File: src/rtl/fetch_stage.sv
// fetch_stage: PC, instruction memory addressing and IF/ID register; FETCH_BOUND_CHECK_EN adds an out-of-range fetch fault
module fetch_stage #(
  parameter int                WIDTH    = 32,
  parameter logic [WIDTH-1:0]  RESET_PC = '0,
  parameter int                IMEM_LEN = 72
) (
  input  logic             clk,
  input  logic             rst,
  input  logic             i_stall,
  input  logic             i_flush,
  input  logic             i_redirect,
  input  logic [WIDTH-1:0] i_redirect_pc,
  input  logic             i_halt,
  output logic [WIDTH-3:0] o_imem_add,
  input  logic [WIDTH-1:0] i_imem_data,
  output logic [WIDTH-1:0] o_if_instr,
  output logic [WIDTH-1:0] o_if_pc,
  output logic [WIDTH-1:0] o_if_pc_plus4,
  output logic             o_if_valid,
  output logic             o_fault
);
  typedef enum logic [1:0] {S_BOOT, S_RUN, S_HALT} state_t;
  state_t           r_state, w_state_nxt;
  logic [WIDTH-1:0] r_pc, r_instr, r_if_pc, r_if_pc_plus4;
  logic             r_valid;
  logic             w_run, w_capture, w_oob;
  logic [WIDTH-1:0] w_pc_plus4, w_redirect_pc;
  if (IMEM_LEN < 4) begin : g_len_check
    $error("IMEM_LEN must cover at least one instruction word");
  end
  assign w_run         = r_state == S_RUN;
  assign w_capture     = w_run && !i_halt && !i_redirect && !i_stall;
  assign w_pc_plus4    = r_pc + WIDTH'(4);
  assign w_redirect_pc = i_redirect_pc & ~WIDTH'(3);
  assign o_imem_add    = r_pc[WIDTH-1:2];
  assign o_if_instr    = r_instr;
  assign o_if_pc       = r_if_pc;
  assign o_if_pc_plus4 = r_if_pc_plus4;
  assign o_if_valid    = r_valid;
`ifdef FETCH_BOUND_CHECK_EN
  logic r_fault;
  assign w_oob   = w_capture && (r_pc >= WIDTH'(IMEM_LEN));
  assign o_fault = r_fault;
  // sticky fault flag, cleared only by reset
  always_ff @(posedge clk or posedge rst) begin
    if (rst) r_fault <= 1'b0;
    else if (w_oob) r_fault <= 1'b1;
  end
`else
  assign w_oob   = 1'b0;
  assign o_fault = 1'b0;
`endif
  // state register
  always_ff @(posedge clk or posedge rst) begin
    if (rst) r_state <= S_BOOT;
    else r_state <= w_state_nxt;
  end
  // BOOT lasts one cycle; halt or an out-of-range capture parks the stage in HALT
  always_comb begin
    w_state_nxt = r_state;
    w_state_nxt = (r_state == S_BOOT) ? S_RUN :
                  (w_run && (i_halt || w_oob)) ? S_HALT : r_state;
  end
  // PC and IF/ID update in RUN: halt > redirect > stall > capture
  always_ff @(posedge clk or posedge rst) begin
    if (rst) begin
      r_pc          <= RESET_PC & ~WIDTH'(3);
      r_instr       <= '0;
      r_if_pc       <= '0;
      r_if_pc_plus4 <= '0;
      r_valid       <= 1'b0;
    end else if (w_run) begin
      if (i_halt) r_valid <= 1'b0;
      else if (i_redirect) begin
        r_pc    <= w_redirect_pc;
        r_valid <= 1'b0;
      end else if (i_stall) r_valid <= r_valid & ~i_flush;
      else if (w_oob) r_valid <= 1'b0;
      else begin
        r_instr       <= i_imem_data;
        r_if_pc       <= r_pc;
        r_if_pc_plus4 <= w_pc_plus4;
        r_pc          <= w_pc_plus4;
        r_valid       <= ~i_flush;
      end
    end
  end
endmodule

File: config.mk
export PLATFORM = sky130hd
export DESIGN_NAME = fetch_stage
export DESIGN_NICKNAME = d
export VERILOG_FILES = /design/src/rtl/fetch_stage.sv
export SDC_FILE = /design/constraint.sdc
export NUM_CORES = 1
export LEC_CHECK = 0
export BUFFER_PORTS_ARGS = -buffer_cell sky130_fd_sc_hd__buf_4
export CAP_MARGIN = 20
export CORE_ASPECT_RATIO = 0.9
export CORE_MARGIN = 2
export CORE_UTILIZATION = 51
export CTS_CLUSTER_SIZE = 12
export DETAILED_ROUTE_END_ITERATION = 10
export PLACE_DENSITY = 0.92
export SLEW_MARGIN = 40
export SYNTH_ARGS = -nofsm -noshare
export SYNTH_HDL_FRONTEND = slang
export SYNTH_SLANG_ARGS = --single-unit
File: constraint.sdc
create_clock -name clk -period 5.3 [get_ports clk]
set_input_delay 0.53 -clock clk [delete_from_list [all_inputs] [get_ports clk]]
set_output_delay 0.53 -clock clk [all_outputs]
set_load 0.01 [all_outputs]
==> results of run 1 <==
cell families (layout without fill, tap and decap cells):
| logic type | after synthesis | after routing | synth area share |
|---|---|---|---|
| AO/OA/AOI/OAI | 107 | 107 | 0.124 |
| multiplexers | 3 | 3 | 0.00514 |
| buffers and inverters | 62 | 233 | 0.0456 |
| AND/OR/NAND/NOR | 345 | 345 | 0.269 |
| flip-flops | 125 | 125 | 0.535 |
| adder cells (fa/ha/maj) | 1 | 1 | 0.00214 |
| XOR/XNOR | 12 | 12 | 0.0180 |
| other | 1 | 5 | 0.000642 |
worst max-delay path: cells and delay by family (launching register included):
family                 cells  cell delay (ps)
flip-flops                 1              430
AO/OA/AOI/OAI              1              130
buffers and inverters      1              410
AND/OR/NAND/NOR            3             1710
synth_stat cells (all sizes together), types with 2 or more instances:
master / instances / share of area
a31oi: 3 / 0.0032
and2: 2 / 0.0021
o2bb2ai: 7 / 0.010
inv: 5 / 0.0032
a22oi: 16 / 0.021
a21o: 2 / 0.0026
o31a: 2 / 0.0030
and3: 4 / 0.0043
nor2: 16 / 0.010
clkbuf: 45 / 0.029
o31ai: 4 / 0.0051
o21ai: 28 / 0.024
a211o: 2 / 0.0030
and4: 6 / 0.0090
xor2: 4 / 0.0060
or3: 4 / 0.0043
nor3: 8 / 0.0077
o311ai: 2 / 0.0030
o211ai: 26 / 0.033
nor2b: 4 / 0.0043
nor4: 2 / 0.0021
xnor2: 8 / 0.012
dfrtp: 125 / 0.54
mux2i: 3 / 0.0051
or4: 17 / 0.023
a21oi: 9 / 0.0077
nand2: 228 / 0.15
nand3: 30 / 0.026
buf: 12 / 0.013
nand4: 18 / 0.020
path summary, 6_finish.rpt:
check                                                from                             to  slack [ps]  cells after the start
max in group asynchronous                             rst         r_state[0]$_DFFE_PP0P_        4160                      3
worst max register to register     r_state[1]$_DFFE_PP0P_  o_if_pc_plus4[20]$_DFFE_PP0P_        2470                      5
min in group clk                          i_imem_data[24]     o_if_instr[24]$_DFFE_PP0P_         310                      3
worst min register to register  o_if_instr[7]$_DFFE_PP0P_      o_if_instr[7]$_DFFE_PP0P_         470                      2
worst max-delay path               r_state[1]$_DFFE_PP0P_  o_if_pc_plus4[20]$_DFFE_PP0P_        2470                      5
worst min-delay path                                  rst     o_if_instr[25]$_DFFE_PP0P_         190                      2
power groups by stage:
stage	clock network [W]	registers (W)	logic [W]
3_5_place_dp	0	0.00112	0.000329
2_1_floorplan	0	0.00112	0.000140
5_1_grt	0.00118	0.00111	0.000362
6_report	0.00113	0.00110	0.000329
4_1_cts	0.00114	0.00110	0.000331
3_3_place_gp	0	0.00111	0.000320
final cells by class:
class,count,area share
inverter,5,0.00301
clock inverter,11,0.0151
timing repair buffer,197,0.188
clock buffer,20,0.0579
multi-input combinational,473,0.315
sequential,125,0.397
tap,156,0.0248
metrics by stage:
step / setup WS, ps / hold slack [ps] / power, W
after CTS: 2520 / 208 / 0.00257
final: 2470 / 186 / 0.00256
after floorplan: 1440 / 489 / 0.00126
after detailed placement: 2370 / 466 / 0.00144
after global placement: 2420 / 459 / 0.00143
after global routing: 2380 / 229 / 0.00266
flip-flops by register name, indices dropped and copies added, names as in the netlist:
signal and flops:
o_if_instr 32, r_state 2, o_if_pc 30, o_if_valid 1, r_pc 30, o_if_pc_plus4 30
per-layer routing:
metal / up-vias / routed length, µm
li1: 2594 / -
met1: 2634 / 6760
met2: 271 / 8150
met3: 40 / 1630
met4: 0 / 464
met5: - / 0
layout by cell type, fill, tap and decap left out, drive strengths merged, types with 4 or more instances in the layout:
master	synthesis	final
clkinvlp	0	4
clkinv	0	5
nor3	8	8
o211ai	26	26
or3	4	4
o2bb2ai	7	7
xor2	4	4
inv	5	5
dfrtp	125	125
o31ai	4	4
nor2b	4	4
a22oi	16	16
and3	4	4
o21ai	28	28
nand2	228	228
conb	1	5
or4	17	17
and4	6	6
a21oi	9	9
xnor2	8	8
nor2	16	16
nand4	18	18
buf	12	197
clkbuf	45	20
nand3	30	30
==> impl_metrics.toml, run 1 <==
[outcome]
status = "complete, no violations"

[global_route]
grtUsageMet2 = 0.446
grt_use_total = 0.278
first_global_vias = 5313
grt_max_degree = 76
use_met1 = 0.350
grt_pass1_wl_mm = 26.8
grt.busiest_layer = "met2"
grt_util_met3 = 0.0880
grt_overflow_total = 0
antenna_found_initial = 0

[routing]
first_pass_iters = 6
ant_nets = 0
vias = 5539
remaining_drc_errors = 0
post_drt_wl_per_cell_um = 17.2
wirelength_mm = 17.0
via_per_inst = 5.61
drtIter0Drc = 511

[sta]
rsz0062_at_grt = "no"
hold_viol = 0
clock.fmax_ghz = 0.353
fin_worst_skew_ps = 9.34
finalSetupViolCount = 0
period_needed_ps = 2830
tns_ps = 0
post-route-period-util = 0.534
drv_slew = 0
tightest_slew_ps = 821
relSlewSlack = 0.453

[die]
die_w_um = 117
row_count = 37
die_h_um = 106
ioPinCount = 198
core_area_um2 = 11300
start_util = 0.517
dieArea_um2 = 12300

[place]
dp.cells = 956
hpwl_mm = 11.0
placed_area_um2 = 7310
numPortBuffers = 190
gp_congestion = 0.814

[critical_path]
slowest_delay_ps = 650
cp-start-kind = "register"
crit_fanout = 75
required_ps = 5620
crit_chain = "or3b_1, or3_4, buf_4, or4_1, o211ai_1"
critPathKind = "reg -> reg"
worstPathArrival_ps = 3150
worst_path_max_delay_cell = "or3_4"
crit_path_end_kind = "register"

[finish]
antenna_cells = 0
fin_nets = 890
post_layout_nonfiller_instances = 987
post-route-util = 0.698
fillers = 860
finalInstanceArea_um2 = 7890
multiInputGateArea_um2 = 2480
syn2layout_area_growth_pct = 35.0
drive_gt1_frac = 0.282
seqCellArea_um2 = 3130

[synth]
synth_edf_count = 0
synth_seq_cells = 125
syn_area_per_cell_um2 = 8.91
yosysSeqAreaShare = 0.535
ys.flop_type = "dfrtp_1"
mappedNetlistArea_um2 = 5840
ys_types = 51
synthArstFlopShare = 1.00
yosys_warnings = 0
syn-instance-count = 656

[power]
p_comb_frac = 0.128
swShare = 0.257
powerDensity_nw_per_um2 = 325
switchingPower_w = 0.000658
p_int_w = 0.00191
ir_drop_v = 0.000219
p_seq_frac = 0.430
power.share.clock = 0.442
leakage_nw = 3.96

[clock_network]
clk_path_buf_depth = 2
numCtsBuffers = 17
post-cts-setup-buffers = 0
cts_tree = "done"
path_clk_slew_ps = 60
clock-sinks = 125
clkLatencyLatePin_ps = 410
ctsHtreeMaxLevel = 4
holdBufCountCts = 0
cts_resized = 0
cts-root-buf = "clkbuf_16"

[run]
drv_cap = 0

[min_path]
min_path_type = "in -> async"
Note: power is estimated with default switching activity, not from simulation.
==> run 2: changes to the inputs <==
==> constraint.sdc (replaced) <==
create_clock -name clk -period 2.8 [get_ports clk]
set_input_delay 0.28 -clock clk [delete_from_list [all_inputs] [get_ports clk]]
set_output_delay 0.28 -clock clk [all_outputs]
set_load 0.01 [all_outputs]
==> run 2 against run 1 <==
Compared with the run above: design area rose by 1.2%; cell count rose by 1.0%; worst hold slack lost 130 ps; sequential power rose by 89%; first-iteration DRC count rose by 21%; utilization rose by 0.81 points; combinational power rose by 91%; via count up 1.3%; die area unchanged; count of clock-buffer cells in the layout grew 3; critical path depth is 1 lower; largest cell class unchanged; highest routed layer unchanged.
==> impl_metrics.toml, run 2 (same netlist as run 1, synthesis figures left out) <==
[finish]
seqCellArea_um2 = 3130
post-route-util = 0.706
finalInstanceArea_um2 = 7980
fin_nets = 899
antenna_cells = 0
drive_gt1_frac = 0.288
layout_commonest_cell = "nand2_1"
multiInputGateArea_um2 = 2480
largest_register_ffs = 32
fillers = 882
final_cell_mix = "nand2_1 (228), buf_4 (204), dfrtp_1 (125)"
syn2layout_area_growth_pct = 36.5

[critical_path]
worst_path_max_delay_cell = "or4_1"
crit_chain = "or3b_1, or3_4, or4_1, o211ai_1"
critPathKind = "reg -> reg"
worstRegToRegCells = 4
r2r_start = "r_state[1]$_DFFE_PP0P_"
critical-path-top-delay-family = "simple AND/OR/NAND/NOR gates"
crit_start = "r_state[1]$_DFFE_PP0P_"
slowest_delay_ps = 640
r2r_slack_ps = 380
worstPathArrival_ps = 2730
crit_fanout = 59
path_buf_inv = 0
required_ps = 3110
r2r-end = "o_if_pc_plus4[20]$_DFFE_PP0P_"
crit_path_end_kind = "register"
cp-start-kind = "register"

[routing]
post_drt_wl_per_cell_um = 17.0
first_pass_iters = 5
vias = 5612
via_per_inst = 5.63
ant_nets = 0
drtIter0Drc = 617
remaining_drc_errors = 0
wirelength_mm = 17.0

[die]
die_w_um = 117
dieArea_um2 = 12300
core_area_um2 = 11300
ioPinCount = 198
die_h_um = 106
row_count = 37
start_util = 0.517

[clock_network]
clk_path_buf_depth = 2
cts_tree = "done"
post-cts-setup-buffers = 0
cts_resized = 0
clkLatencyLatePin_ps = 410
path_clk_slew_ps = 60
ctsHtreeMaxLevel = 4
numCtsBuffers = 17
clock-sinks = 125
cts-root-buf = "clkbuf_16"

[global_route]
grt_overflow_total = 0
grt_max_degree = 67
antenna_found_initial = 0
grt_use_total = 0.284
first_global_vias = 5394
grt_pass1_wl_mm = 27.3

[place]
numPortBuffers = 190
hpwl_mm = 11.3
gp_congestion = 0.836
placed_area_um2 = 7360

[min_path]
holdPathEnd = "o_if_instr[10]$_DFFE_PP0P_"
min_path_type = "in -> reg"
min_from = "i_imem_data[10]"
hold_depth = 3

[outcome]
status = "complete, no violations"

[sta]
tns_ps = 0
drv_slew = 0
tightest_slew_ps = 662
post-route-period-util = 0.865
rsz0062_at_grt = "no"
period_needed_ps = 2420
hold_viol = 0
finalSetupViolCount = 0
clock.fmax_ghz = 0.413
relSlewSlack = 0.559
fin_worst_skew_ps = 7.81

[power]
leakage_nw = 4.01
powerDensity_nw_per_um2 = 616
ir_drop_v = 0.000512

[run]
drv_cap = 0
==> run 2: worst max path at each step <==
stage	depth (start not counted)	slack [ps]	endpoint
5_1_grt	4	230	o_if_pc_plus4[20]$_DFFE_PP0P_
2_1_floorplan	6	700	o_if_pc_plus4[18]$_DFFE_PP0P_
3_3_place_gp	4	520	o_if_pc_plus4[25]$_DFFE_PP0P_
3_5_place_dp	4	480	o_if_pc_plus4[20]$_DFFE_PP0P_
6_report	4	380	o_if_pc_plus4[20]$_DFFE_PP0P_
4_1_cts	4	380	o_if_pc_plus4[20]$_DFFE_PP0P_
==> run 2: layer usage <==
layer | global-route usage | vias to the layer above | share of wire
met5 | 0 | - | 0
met4 | 0.119 | 0 | 0.030
met3 | 0.0851 | 45 | 0.093
met2 | 0.445 | 283 | 0.48
met1 | 0.368 | 2673 | 0.40
li1 | - | 2611 | -
==> run 2: final cells by class <==
type                            count  area share
Clock buffer                       23      0.0612
Clock inverter                      9      0.0138
Inverter                            5     0.00282
Multi-Input combinational cell    473       0.311
Sequential cell                   125       0.392
Tap cell                          156      0.0245
Timing Repair Buffer              206       0.195
==> run 2: stage by stage <==
step | hold slack (ps) | std cells | worst slack, ps | total power (W)
after detailed placement | 203 | 964 | 475 | 0.00274
final | 60.0 | 997 | 379 | 0.00491
after CTS | 52.1 | 997 | 376 | 0.00494
after global routing | 54.2 | 997 | 233 | 0.00511
after global placement | 205 | 964 | 516 | 0.00271
after floorplan | 385 | 660 | 700 | 0.00239
==> run 2: worst min-delay path: stages <==
cell,delay (ps)
buf_4,80
nand2_1,40
nand2_1,40
==> run 2: repair_timing <==
| item | 4_1_cts | 5_1_grt |
|---|---|---|
| hold buffers | 1 | 0 |
| endpoints found under the hold margin | 6 | 0 |
| setup endpoints to repair | 0 | 0 |
==> run 2: power breakdown <==
part	total [W]	switching [W]	internal, W
clock network	0.00220	0.000796	0.00141
registers	0.00208	0.000145	0.00194
logic	0.000628	0.000302	0.000326
total	0.00491	0.00124	0.00367
==> run 3: changes to the inputs <==
==> constraint.sdc (replaced) <==
create_clock -name clk -period 2.78 [get_ports clk]
set_input_delay 0.278 -clock clk [delete_from_list [all_inputs] [get_ports clk]]
set_output_delay 0.278 -clock clk [all_outputs]
set_load 0.01 [all_outputs]
==> run 3 against run 2 <==
Compared with the run above: non-clock buffer count decreased by 2; critical path type unchanged; wire length increased by 1.5%; clock power increased by 20%; total power increased by 9.1%; design area increased by 1.1%; via count increased by 0.48%; die area unchanged; setup slack improved by 39 ps; largest power group unchanged; global-route usage increased by 0.35 points; register-to-register slack improved by 40 ps.
==> impl_metrics.toml, run 3 (same netlist as run 1, synthesis figures left out) <==
[clock_network]
holdBufCountCts = 0
ctsHtreeMaxLevel = 4
clock-sinks = 125
clkLatencyLatePin_ps = 410
clk_path_buf_depth = 2
cts_resized = 0
cts_tree = "done"
path_clk_slew_ps = 60
numCtsBuffers = 17
cts-root-buf = "clkbuf_16"
post-cts-setup-buffers = 0

[sta]
period_needed_ps = 2360
clock.fmax_ghz = 0.423
hold_viol = 0
tns_ps = 0
rsz0062_at_grt = "no"
finalSetupViolCount = 0
post-route-period-util = 0.850
relSlewSlack = 0.539
drv_slew = 0
tightest_slew_ps = 692
fin_worst_skew_ps = 7.32

[global_route]
grt_pass1_wl_mm = 27.4
antenna_found_initial = 0
grt_use_total = 0.288
grt_max_degree = 126
first_global_vias = 5441
grt_overflow_total = 0

[critical_path]
r2r_start = "r_pc[6]$_DFFE_PP0P_"
worstRegToRegCells = 4
r2r-end = "o_if_pc_plus4[17]$_DFFE_PP0P_"
crit_end = "o_if_pc_plus4[17]$_DFFE_PP0P_"
worst_path_max_delay_cell = "or4_4"
worstPathArrival_ps = 2710
cp-start-kind = "register"
path_buf_inv = 0
critPathKind = "reg -> reg"
slowest_delay_ps = 650
required_ps = 3120
crit_start = "r_pc[6]$_DFFE_PP0P_"
crit_cells = 4
crit_path_end_kind = "register"
crit_chain = "and4_1, nand4_1, or4_4, nand3_1"
r2r_slack_ps = 420
critical-path-top-delay-family = "simple AND/OR/NAND/NOR gates"
crit_fanout = 12

[die]
core_area_um2 = 11300
die_w_um = 117
die_h_um = 106
ioPinCount = 198
start_util = 0.517
dieArea_um2 = 12300
row_count = 37

[routing]
post_drt_wl_per_cell_um = 17.3
via_per_inst = 5.67
vias = 5639
first_pass_iters = 5
wirelength_mm = 17.2
ant_nets = 0
drtIter0Drc = 461
remaining_drc_errors = 0

[finish]
final_cell_mix = "nand2_1 (228), buf_4 (203), dfrtp_1 (125)"
syn2layout_area_growth_pct = 38.1
antenna_cells = 0
drive_gt1_frac = 0.286
fillers = 876
largest_register_ffs = 32
post_layout_nonfiller_instances = 995
layout_commonest_cell = "nand2_1"
fin_nets = 897

[power]
leakage_nw = 4.05
powerDensity_nw_per_um2 = 665
ir_drop_v = 0.000460
total_power_w = 0.00536

[min_path]
min_path_type = "in -> async"

[place]
dp.cells = 963
numPortBuffers = 190
gp_congestion = 0.832
hpwl_mm = 11.5

[run]
drv_cap = 0

[outcome]
status = "complete, no violations"
[run 3: where the power goes]
part	internal, W	switching, W
combinational	0.000329	0.000307
clock	0.00182	0.000804
sequential	0.00195	0.000147
[run 3: worst min path at each step]
stage | startpoint | end | slack [ps] | cells past startpoint
6_report | rst | o_if_instr[25]$_DFFE_PP0P_ | 20 | 3
3_5_place_dp | o_if_pc[17]$_DFFE_PP0P_ | o_if_pc[17]$_DFFE_PP0P_ | 460 | 2
4_1_cts | i_imem_data[20] | o_if_instr[20]$_DFFE_PP0P_ | 50 | 3
5_1_grt | i_imem_data[20] | o_if_instr[20]$_DFFE_PP0P_ | 40 | 3
3_3_place_gp | o_if_instr[25]$_DFFE_PP0P_ | o_if_instr[25]$_DFFE_PP0P_ | 460 | 2
2_1_floorplan | i_imem_data[0] | o_if_instr[0]$_DFFE_PP0P_ | 380 | 2
[run 3: layout make-up]
type	count	area, µm²	area share
sequential	125	3130	0.388
clock inverter	10	234	0.0290
tap	156	195	0.0242
inverter	5	22.5	0.00279
timing repair buffer	204	1540	0.191
clock buffer	22	464	0.0575
multi-input combinational	473	2480	0.307
[run 3: worst register-to-register path: stages (launching register included)]
cell and delay (ps):
dfrtp_1 560, and4_1 510, nand4_1 480, or4_4 650
nand3_1 100
[run 3: metal layers]
layer  global-route usage  vias to the layer above  part of all wire
met5                    0                        -                 0
met4                0.108                        0             0.023
met3               0.0851                       38             0.094
met2                0.467                      296              0.49
met1                0.364                     2695              0.39
li1                     -                     2610                 -
[run 3: stage by stage]
stage	cell area, µm²	hold WS, ps	setup slack (ps)	utilization
6_report	8070	22.6	418	0.714
4_1_cts	8070	46.3	439	0.714
5_1_grt	8070	42.7	305	0.714
3_3_place_gp	7370	459	513	0.652
3_5_place_dp	7370	464	491	0.652
2_1_floorplan	5860	383	680	-
